==> src/rtl/fetch_unit.sv <==
// fetch_unit -- single-issue instruction fetch front end.
//
// Issues one instruction read per cycle from the current pc and forwards the
// returning word to the IF/ID register. If IF/ID stalls, the word is parked in
// a hold buffer so that memory is not re-read. Redirects that arrive while a
// read is still in flight are deferred: the stale response is drained first,
// and then fetch resumes at the saved target. halt is sticky until reset.
//
// Ports
//   CLK            in   clock, rising edge
//   nRST           in   synchronous reset, active high
//   ihit           in   iload holds the word for imemaddr this cycle
//   iload[31:0]    in   instruction word from memory
//   ifW            in   IF/ID accepts a word this cycle
//   redir          in   redirect request from a later stage
//   redir_addr     in   redirect target (word aligned)
//   halt           in   stop fetching until reset
//   iREN           out  instruction read request
//   imemaddr[31:0] out  fetch address
//   fvalid         out  ifinstr / ifJALjump_addr are deliverable
//   ifinstr        out  instruction to IF/ID, 0 when fvalid=0
//   ifJALjump_addr out  pc+4 of the delivered instruction, 0 when fvalid=0
//   pc             out  current fetch pc
module fetch_unit #(
  parameter logic [31:0] PC_INIT = 32'h00000000
) (
  input  logic        CLK,
  input  logic        nRST,
  input  logic        ihit,
  input  logic [31:0] iload,
  input  logic        ifW,
  input  logic        redir,
  input  logic [31:0] redir_addr,
  input  logic        halt,
  output logic        iREN,
  output logic [31:0] imemaddr,
  output logic        fvalid,
  output logic [31:0] ifinstr,
  output logic [31:0] ifJALjump_addr,
  output logic [31:0] pc
);

  typedef enum logic [1:0] {
    FETCH = 2'd0,
    HOLD  = 2'd1,
    DRAIN = 2'd2,
    HALT  = 2'd3
  } state_t;

  // Word parked while IF/ID is stalled, together with its link address.
  typedef struct packed {
    logic [31:0] instr;
    logic [31:0] npc;
  } hold_t;

  state_t      state, nstate;
  hold_t       hold, nhold;
  logic [31:0] pend, npend;   // redirect target waiting for the drain
  logic [31:0] npc;
  logic [31:0] pc_inc;

  // Natural 32-bit wrap gives the modulo-2^32 increment.
  assign pc_inc = pc + 32'd4;

  // State register
  always_ff @(posedge CLK) begin
    if (nRST) begin
      state <= FETCH;
      pc    <= PC_INIT;
      hold  <= '0;
      pend  <= '0;
    end else begin
      state <= nstate;
      pc    <= npc;
      hold  <= nhold;
      pend  <= npend;
    end
  end

  // Next state and outputs
  always_comb begin
    nstate         = state;
    npc            = pc;
    nhold          = hold;
    npend          = pend;
    iREN           = 1'b0;
    imemaddr       = 32'h0;
    fvalid         = 1'b0;
    ifinstr        = 32'h0;
    ifJALjump_addr = 32'h0;

    if (nRST) begin
      // Reset cycle already requests PC_INIT; the register side is handled
      // in the sequential block.
      iREN     = 1'b1;
      imemaddr = PC_INIT;
    end else begin
      unique case (state)
        FETCH: begin
          iREN     = 1'b1;
          imemaddr = pc;
          if (halt) begin
            nstate = HALT;
          end else if (redir) begin
            if (ihit) begin
              // Returning word is on the wrong path; drop it and retarget now.
              npc = redir_addr;
            end else begin
              // Read still outstanding: its response must be swallowed first.
              npend  = redir_addr;
              nstate = DRAIN;
            end
          end else if (ihit) begin
            fvalid         = 1'b1;
            ifinstr        = iload;
            ifJALjump_addr = pc_inc;
            if (ifW) begin
              npc = pc_inc;
            end else begin
              nhold  = '{instr: iload, npc: pc_inc};
              nstate = HOLD;
            end
          end
        end

        HOLD: begin
          if (halt) begin
            nstate = HALT;
          end else if (redir) begin
            npc    = redir_addr;
            nstate = FETCH;
          end else begin
            fvalid         = 1'b1;
            ifinstr        = hold.instr;
            ifJALjump_addr = hold.npc;
            if (ifW) begin
              npc    = pc_inc;
              nstate = FETCH;
            end
          end
        end

        DRAIN: begin
          // Keep the old address on the bus so the outstanding read completes.
          iREN     = 1'b1;
          imemaddr = pc;
          if (halt) begin
            nstate = HALT;
          end else if (redir) begin
            // Newest redirect wins; if the stale word lands now, go straight
            // to the new target.
            npend = redir_addr;
            if (ihit) begin
              npc    = redir_addr;
              nstate = FETCH;
            end
          end else if (ihit) begin
            npc    = pend;
            nstate = FETCH;
          end
        end

        HALT: begin
          nstate = HALT;
        end

        default: begin
          nstate = FETCH;
        end
      endcase
    end
  end

endmodule

==> config.mk <==
export PLATFORM = sky130hd
export DESIGN_NAME = fetch_unit
export DESIGN_NICKNAME = d
export VERILOG_FILES = /design/src/rtl/fetch_unit.sv
export SDC_FILE = /design/constraint.sdc
export NUM_CORES = 1
export LEC_CHECK = 0
export ABC_AREA = 1
export CORE_ASPECT_RATIO = 0.7
export CORE_MARGIN = 10
export CORE_UTILIZATION = 55
export CTS_CLUSTER_DIAMETER = 80
export DETAILED_ROUTE_END_ITERATION = 10
export GPL_ROUTABILITY_DRIVEN = 0
export PLACE_DENSITY_LB_ADDON = 0.08
export SYNTH_ARGS = -nofsm -noshare
export SYNTH_HDL_FRONTEND = slang
export SYNTH_SLANG_ARGS = --single-unit
export TNS_END_PERCENT = 10
==> constraint.sdc <==
create_clock -name CLK -period 5.6 [get_ports CLK]
set_clock_uncertainty 0.05 [all_clocks]
set_input_delay 0.56 -clock CLK [delete_from_list [all_inputs] [get_ports CLK]]
set_output_delay 0.56 -clock CLK [all_outputs]
set_load 0.01 [all_outputs]
==> summary.md, run 1 <==
| Metric | Value |
|---|---|
| Commonest non-fill, non-tap cell in the layout | nand2_1 |
| Async SR Flop Fraction | 0% |
| Worst slew margin | 25.6% |
| Routed wire length per instance | 17.1 um |
| FILL cells | 1349 |
| Syn nets | 1554 |
| Die ar. | 0.0214 mm^2 |
| Post_cts resized | 0 |
| Num ports | 200 |
| Seq/Total Area, Yosys | 29.8% |
| Worst setup SP type | input pin |
| DRT iter0 DRCs | 1223 |
| Initial Util | 56.2% |
| RSZ-0062 raised after global routing | false |
| Worst EP required | 4.99 ns |
| CTS tree | built |
| Slowest stage delay, CP | 0.81 ns |
| DRC Markers | 0 |
| Ys flop type | dfxtp_1 |
| Clk buf depth | 2 |
| Nets | 1682 |
| Least-Margin Pin Slew | 1.12 ns |
| Post-Syn Area | 0.00874 mm^2 |
| Vias in the first global route | 9587 |
| Setup Buffers After CTS | 0 |
| First-pass GRT wire length | 49500 um |
| Hold Path Sink | pend[0]$_SDFFE_PP0P_ |
| Cell accounting for the most synthesized area | dfxtp_1 |
| Routed Antenna Nets | 0 |
| Final core utilization | 72.2% |
| Routed WL | 31100 um |
| Maximum clock rate | 249 MHz |
| Seq. cell area | 0.00260 mm^2 |
| Final HPWL DP | 21800 um |
| Layout cells sized above 1 | 5.31% |
| Post-synth cell types | 35 |
| Register clock-pin slew on the reported worst setup and hold paths | 0.07 ns |
| Largest net degree at the start of global routing | 70 |
| Worst reg-to-reg path cell count | 7 |
| Hold Vio Cnt, Final | 0 |
| Critical path peak fanout | 64 |
| Core area | 0.0155 mm^2 |
| R2r setup slk | 2.17 ns |
| Root buf cell | clkbuf_16 |
| Final min period | 4.02 ns |
| Area grow syn2layout | 28.4% |
| Worst-path cell chain | clkdlybuf4s50_1, buf_4, nor2_1, nand2_1, inv_2, nand2_1, a21oi_1, clkdlybuf4s50_1 |
| Max-cap viol count | 0 |
| Clock Latency Late Sink | 0.42 ns |
| Setup Crit Path Kind | input pin to output pin |
| Maximum level of the CTS H-tree | 4 |
| Min-Delay Path Class | flop to flop |
| Cells after Synth | 1479 |
| Antenna violations before repair | 0 |
| IO Port Bufs | 199 |
| P_leak | 4.51 nW |
| Crit path capture type | output pin |
| Row Count | 38 |
| Clock sinks | 130 |
| Hold Path Depth | 2 |
| Final Max Slew Viols | 0 |
| Most frequent cells in the layout | 506 x nand2_1, 198 x clkdlybuf4s50_1, 166 x a21oi_1 |
| Vias per cell | 5.71 |
| Die Span Y | 125 um |
| Yosys top cell area share | 29.8% |
| Synthesis-stage register bit count | 130 |
| Worst path bufs/invs | 4 |
| Hold buffers post-CTS | 0 |
| Yosys warning total | 0 |
| Drt first pass iters | 5 |
| PD cells | 385 mW/mm^2 |
| TritonCTS Buffers | 17 |
| CP max-delay cell | inv_2 |
| Post-route clock period utilization | 71.8% |
| R2r endpoint | pc[10]$_SDFFE_PP0P_ |
| Multi-input gate area | 0.00514 mm^2 |
| Die W | 171 um |
| Final setup vio count | 0 |
| Critical path's top delay family | buffers and inverters |
| Outcome | completed |
| Fin Setup TNS | 0 ns |
| Hold Crit Start | pend[0]$_SDFFE_PP0P_ |
| FF-to-FF Start | state[0]$_SDFFE_PP0P_ |
| Maximum vdd drop | 0.234 mV |
| Vias after detailed routing | 10.4k |
| GRT overflow | 0 |
| Total track usage | 28.0% |
| Synth area leaders | dfxtp_1 30%, nand2_1 22%, a21oi_1 9.5%, o21ai_0 6.8%, inv_1 5.8% |
| EDFF count, synth | 0 |
| Syn Area/Cell | 5.91 um^2 |
| Diode count | 0 |
| Worst EP arrival | 3.41 ns |
==> report_power, final <==
group          switching [mW]  internal, mW  total (mW)
registers               0.194          1.08        1.28
logic                    1.21         0.642        1.85
clock network           0.443         0.746        1.19
total                    1.84          2.47        4.32
==> registers in the layout (all words and copies together), names as in the netlist <==
name,cells
hold,64
pc,32
pend,32
state,2
==> metrics by stage <==
step | power, mW | instances | hold slack (ns) | worst slack [ns] | instance area [um^2]
4_1_cts | 4.27 | 1819 | 0.407 | 1.62 | 11200
5_1_grt | 4.58 | 1819 | 0.427 | 1.35 | 11200
6_report | 4.32 | 1819 | 0.403 | 1.58 | 11200
3_5_place_dp | 3.08 | 1788 | 0.397 | 1.69 | 10600
3_3_place_gp | 3.04 | 1788 | 0.390 | 1.68 | 10600
2_1_floorplan | 2.47 | 1479 | 0.375 | 3.24 | 8740
==> worst min-delay path, delay by kind of cell (launching register included) <==
family | cells | cell delay, ns
flops | 1 | 0.30
buf+inv | 1 | 0.06
compound gates | 1 | 0.05
==> synthesized netlist by cell type (2+ instances only) <==
master	instances
nand2_1	506
a21oi_1	166
inv_1	136
dfxtp_1	130
o21ai_0	119
nor2_1	94
nand3_1	90
clkbuf_1	52
buf_2	34
nor3_1	22
o22ai_1	13
o2111ai_1	10
o21bai_1	9
a22oi_1	8
buf_4	8
nor2_4	8
o211ai_1	8
xor2_2	7
nand2_2	6
nor2_2	6
or2_2	6
xor2_1	6
ha_1	5
inv_2	5
nand4_1	5
o21ai_1	5
buf_1	4
clkbuf_2	3
nand3_2	2
==> cell type report <==
cell class                      count  share of cell area [%]
Clock buffer                       19                    3.86
Sequential cell                   130                    23.2
Timing Repair Buffer              211                    18.5
Multi-Input combinational cell   1105                    45.8
Inverter                          142                    4.75
Clock inverter                     12                    1.64
Tap cell                          200                    2.23
==> how the worst max path moves through the flow <==
stage                                from            endpoint  cells past startpoint
floorplan                           redir         ifinstr[11]                      8
global placement                    redir   ifJALjump_addr[9]                      8
detailed placement                  redir  ifJALjump_addr[19]                      8
CTS                 state[0]$_SDFFE_PP0P_  ifJALjump_addr[21]                      9
global route        state[0]$_SDFFE_PP0P_  ifJALjump_addr[21]                      9
finish                              redir   ifJALjump_addr[7]                      8
==> routing by layer <==
metal | global-route usage (%) | wire, um | share of wire (%) | vias to the layer above
met5 | 0 | 0 | 0 | -
met4 | 9.93 | 857 | 2.8 | 0
met3 | 9.59 | 3980 | 13 | 80
met2 | 43.2 | 13900 | 45 | 613
met1 | 35.6 | 12400 | 40 | 4676
li1 | - | - | - | 5011
==> cells by family (layout without fill, tap and decap cells) <==
kind of cell	Yosys count	count (layout)	share of synthesized area, %
AO/OA/AOI/OAI	340	340	20.9
XOR/XNOR	13	13	1.90
adder cells (fa/ha/maj)	5	5	0.716
buffers and inverters	244	384	11.4
flip-flops	130	130	29.8
AND/OR/NAND/NOR	747	747	35.3
Power figures use the tool's default switching activity.
==> inputs of run 2 (changes only) <==
CORE_UTILIZATION = 46   (was 55)
clock period = 3.5 ns   (was 5.6 ns; I/O delays follow)
==> summary.md, run 2 (synthesis results as in run 1) <==
| Metric | Value |
|---|---|
| Most frequent cells in the layout | 506 x nand2_1, 198 x clkdlybuf4s50_1, 166 x a21oi_1 (unchanged) |
| Post-route clock period utilization | 95.2% |
| Area grow syn2layout | 31.2% (was 28.4%) |
| Cell mode on critical path | nand2_1 |
| First-pass GRT wire length | 50500 um (was 49500 um) |
| Final min period | 3.33 ns |
| Crit path capture type | output pin (unchanged) |
| Register clock-pin slew on the reported worst setup and hold paths | 0.06 ns (was 0.07 ns) |
| Setup Crit Path Kind | flop to output pin (was input pin to output pin) |
| PD cells | 609 mW/mm^2 (was 385 mW/mm^2) |
| Max-cap viol count | 0 (unchanged) |
| Die ar. | 0.0250 mm^2 (was 0.0214 mm^2) |
| Nets | 1700 (was 1682) |
| IO Port Bufs | 199 (unchanged) |
| Vias after detailed routing | 10.3k (was 10.4k) |
| Clock Latency Late Sink | 0.43 ns (was 0.42 ns) |
| Drt first pass iters | 6 (was 5) |
| Layout cells sized above 1 | 6.41% (was 5.31%) |
| Post-place setup slack | 0.354 ns (was 1.69 ns) |
| Clock group share of total power | 27.7% (was 27.5%) |
| Commonest non-fill, non-tap cell in the layout | nand2_1 (unchanged) |
| FILL cells | 1856 (was 1349) |
| Max FFs per register | 64 (unchanged) |
| Outcome | completed (unchanged) |
| Seq. cell area | 0.00260 mm^2 (unchanged) |
| GRT overflow | 0 (unchanged) |
| CP max-delay cell | clkdlybuf4s50_1 (was inv_2) |
| Routed wire length per instance | 16.7 um (was 17.1 um) |
| Vias in the first global route | 9790 (was 9587) |
| Maximum clock rate | 300 MHz |
| Fin Setup TNS | 0 ns (unchanged) |
| Slowest stage delay, CP | 0.60 ns (was 0.81 ns) |
| Initial Util | 46.6% (was 56.2%) |
| RSZ-0062 raised after global routing | false (unchanged) |
| Die Span Y | 135 um (was 125 um) |
| Worst slew margin | 23.1% (was 25.6%) |
| DRC Markers | 0 (unchanged) |
| Clk buf depth | 2 (unchanged) |
| CTS tree | built (unchanged) |
| Seq pwr share | 28.7% (was 29.6%) |
| Setup slack after layout | 0.169 ns (was 1.58 ns) |
| Final Max Slew Viols | 0 (unchanged) |
| Routed WL | 31400 um (was 31100 um) |
| Antenna violations before repair | 0 (unchanged) |
| Final HPWL DP | 22700 um (was 21800 um) |
| Maximum vdd drop | 0.413 mV (was 0.234 mV) |
| Min-Delay Path Class | flop to flop (unchanged) |
| Combinational power share | 43.6% (was 42.9%) |
| Top flop regs | hold x64, pc x32, pend x32 (unchanged) |
| Least-Margin Pin Slew | 1.15 ns (was 1.12 ns) |
| Worst hold slack | 0.410 ns (was 0.403 ns) |
| Final core utilization | 61.1% (was 72.2%) |
| Sw Ratio | 42.0% (was 42.7%) |
| Root buf cell | clkbuf_16 (unchanged) |
| Worst EP required | 3.10 ns (was 4.99 ns) |
| Top reg by flops | hold (unchanged) |
| Vias per cell | 5.46 (was 5.71) |
| Hold buffers post-CTS | 0 (unchanged) |
| Clock sinks | 130 (unchanged) |
| Final setup vio count | 0 (unchanged) |
| Int Pwr | 4.05 mW (was 2.47 mW) |
| Worst-path cell chain | buf_4, ha_1, nand2_1, inv_2, buf_12, nand2_1, a21oi_1, clkdlybuf4s50_1 (was clkdlybuf4s50_1, buf_4, nor2_1, nand2_1, inv_2, nand2_1, a21oi_1, clkdlybuf4s50_1) |
| Largest net degree at the start of global routing | 72 (was 70) |
| Num ports | 200 (unchanged) |
| Worst EP arrival | 2.93 ns (was 3.41 ns) |
| Worst setup SP type | flop (was input pin) |
| Total track usage | 24.8% (was 28.0%) |
| Die W | 185 um (was 171 um) |
| P_leak | 4.61 nW (was 4.51 nW) |
| Multi-input gate area | 0.00514 mm^2 (about the same) |
| Row Count | 42 (was 38) |
| Routed Antenna Nets | 0 (unchanged) |
| Core area | 0.0188 mm^2 (was 0.0155 mm^2) |
| Diode count | 0 (unchanged) |
| Maximum level of the CTS H-tree | 4 (unchanged) |
| DRT iter0 DRCs | 1033 (was 1223) |
| Hold Vio Cnt, Final | 0 (unchanged) |
| TritonCTS Buffers | 17 (unchanged) |
| Critical path peak fanout | 51 (was 64) |
| Switching pwr | 2.93 mW (was 1.84 mW) |
run 2: timing repair:
action	CTS	global route
resized for setup	0	2
buffers inserted	0	0
setup endpoints to repair	0	33
run 2: worst paths after layout:
path,startpoint,endpoint,slack (ns),cells past startpoint
worst max register to register,state[0]$_SDFFE_PP0P_,pc[8]$_SDFFE_PP0P_,0.78,7
worst max-delay path,state[0]$_SDFFE_PP0P_,ifJALjump_addr[21],0.17,8
worst min-delay path,hold[36]$_SDFFE_PP0P_,hold[36]$_SDFFE_PP0P_,0.41,2
worst min register to register,hold[36]$_SDFFE_PP0P_,hold[36]$_SDFFE_PP0P_,0.41,2
run 2: metrics by stage:
step	cells	instance area [um^2]	total power [mW]
after floorplan	1479	8740	3.96
after CTS	1880	11500	6.94
final	1880	11500	6.98
after global routing	1880	11500	7.43
after detailed placement	1848	10800	5.00
after global placement	1848	10800	4.96
run 2: power by group through the flow:
stage	combinational [mW]	sequential (mW)	clock, mW
after floorplan	2.00	1.96	0
after global placement	2.95	2.01	0
after detailed placement	2.98	2.02	0
after CTS	3.01	1.99	1.94
after global routing	3.40	2.02	2.01
final	3.05	2.00	1.93
run 2: area by class of cell:
type	count	area share, %
Clock inverter	9	1.33
Sequential cell	130	22.7
Multi-Input combinational cell	1105	44.8
Tap cell	242	2.64
Inverter	142	4.66
Clock buffer	23	4.17
Timing Repair Buffer	229	19.6
run 2: worst max-delay path: cells and delay by family, from the launching register on:
kind	cells	cell delay (ns)
compound gates	1	0.19
fa+ha+maj	1	0.24
buf+inv	4	1.52
flops	1	0.32
simple gates	2	0.21
run 2: routing by layer:
layer / global-route usage, % / part of all wire (%) / vias up
li1: - / - / 5044
met1: 32.1 / 43 / 4703
met2: 38.3 / 44 / 472
met3: 8.12 / 11 / 52
met4: 7.74 / 1.7 / 0
met5: 0 / 0 / -
==> inputs of run 3 (changes only) <==
CAP_MARGIN = 10   (was default)
==> results of run 3 <==
The final DEF is identical to that of run 2; final timing and power are the same.
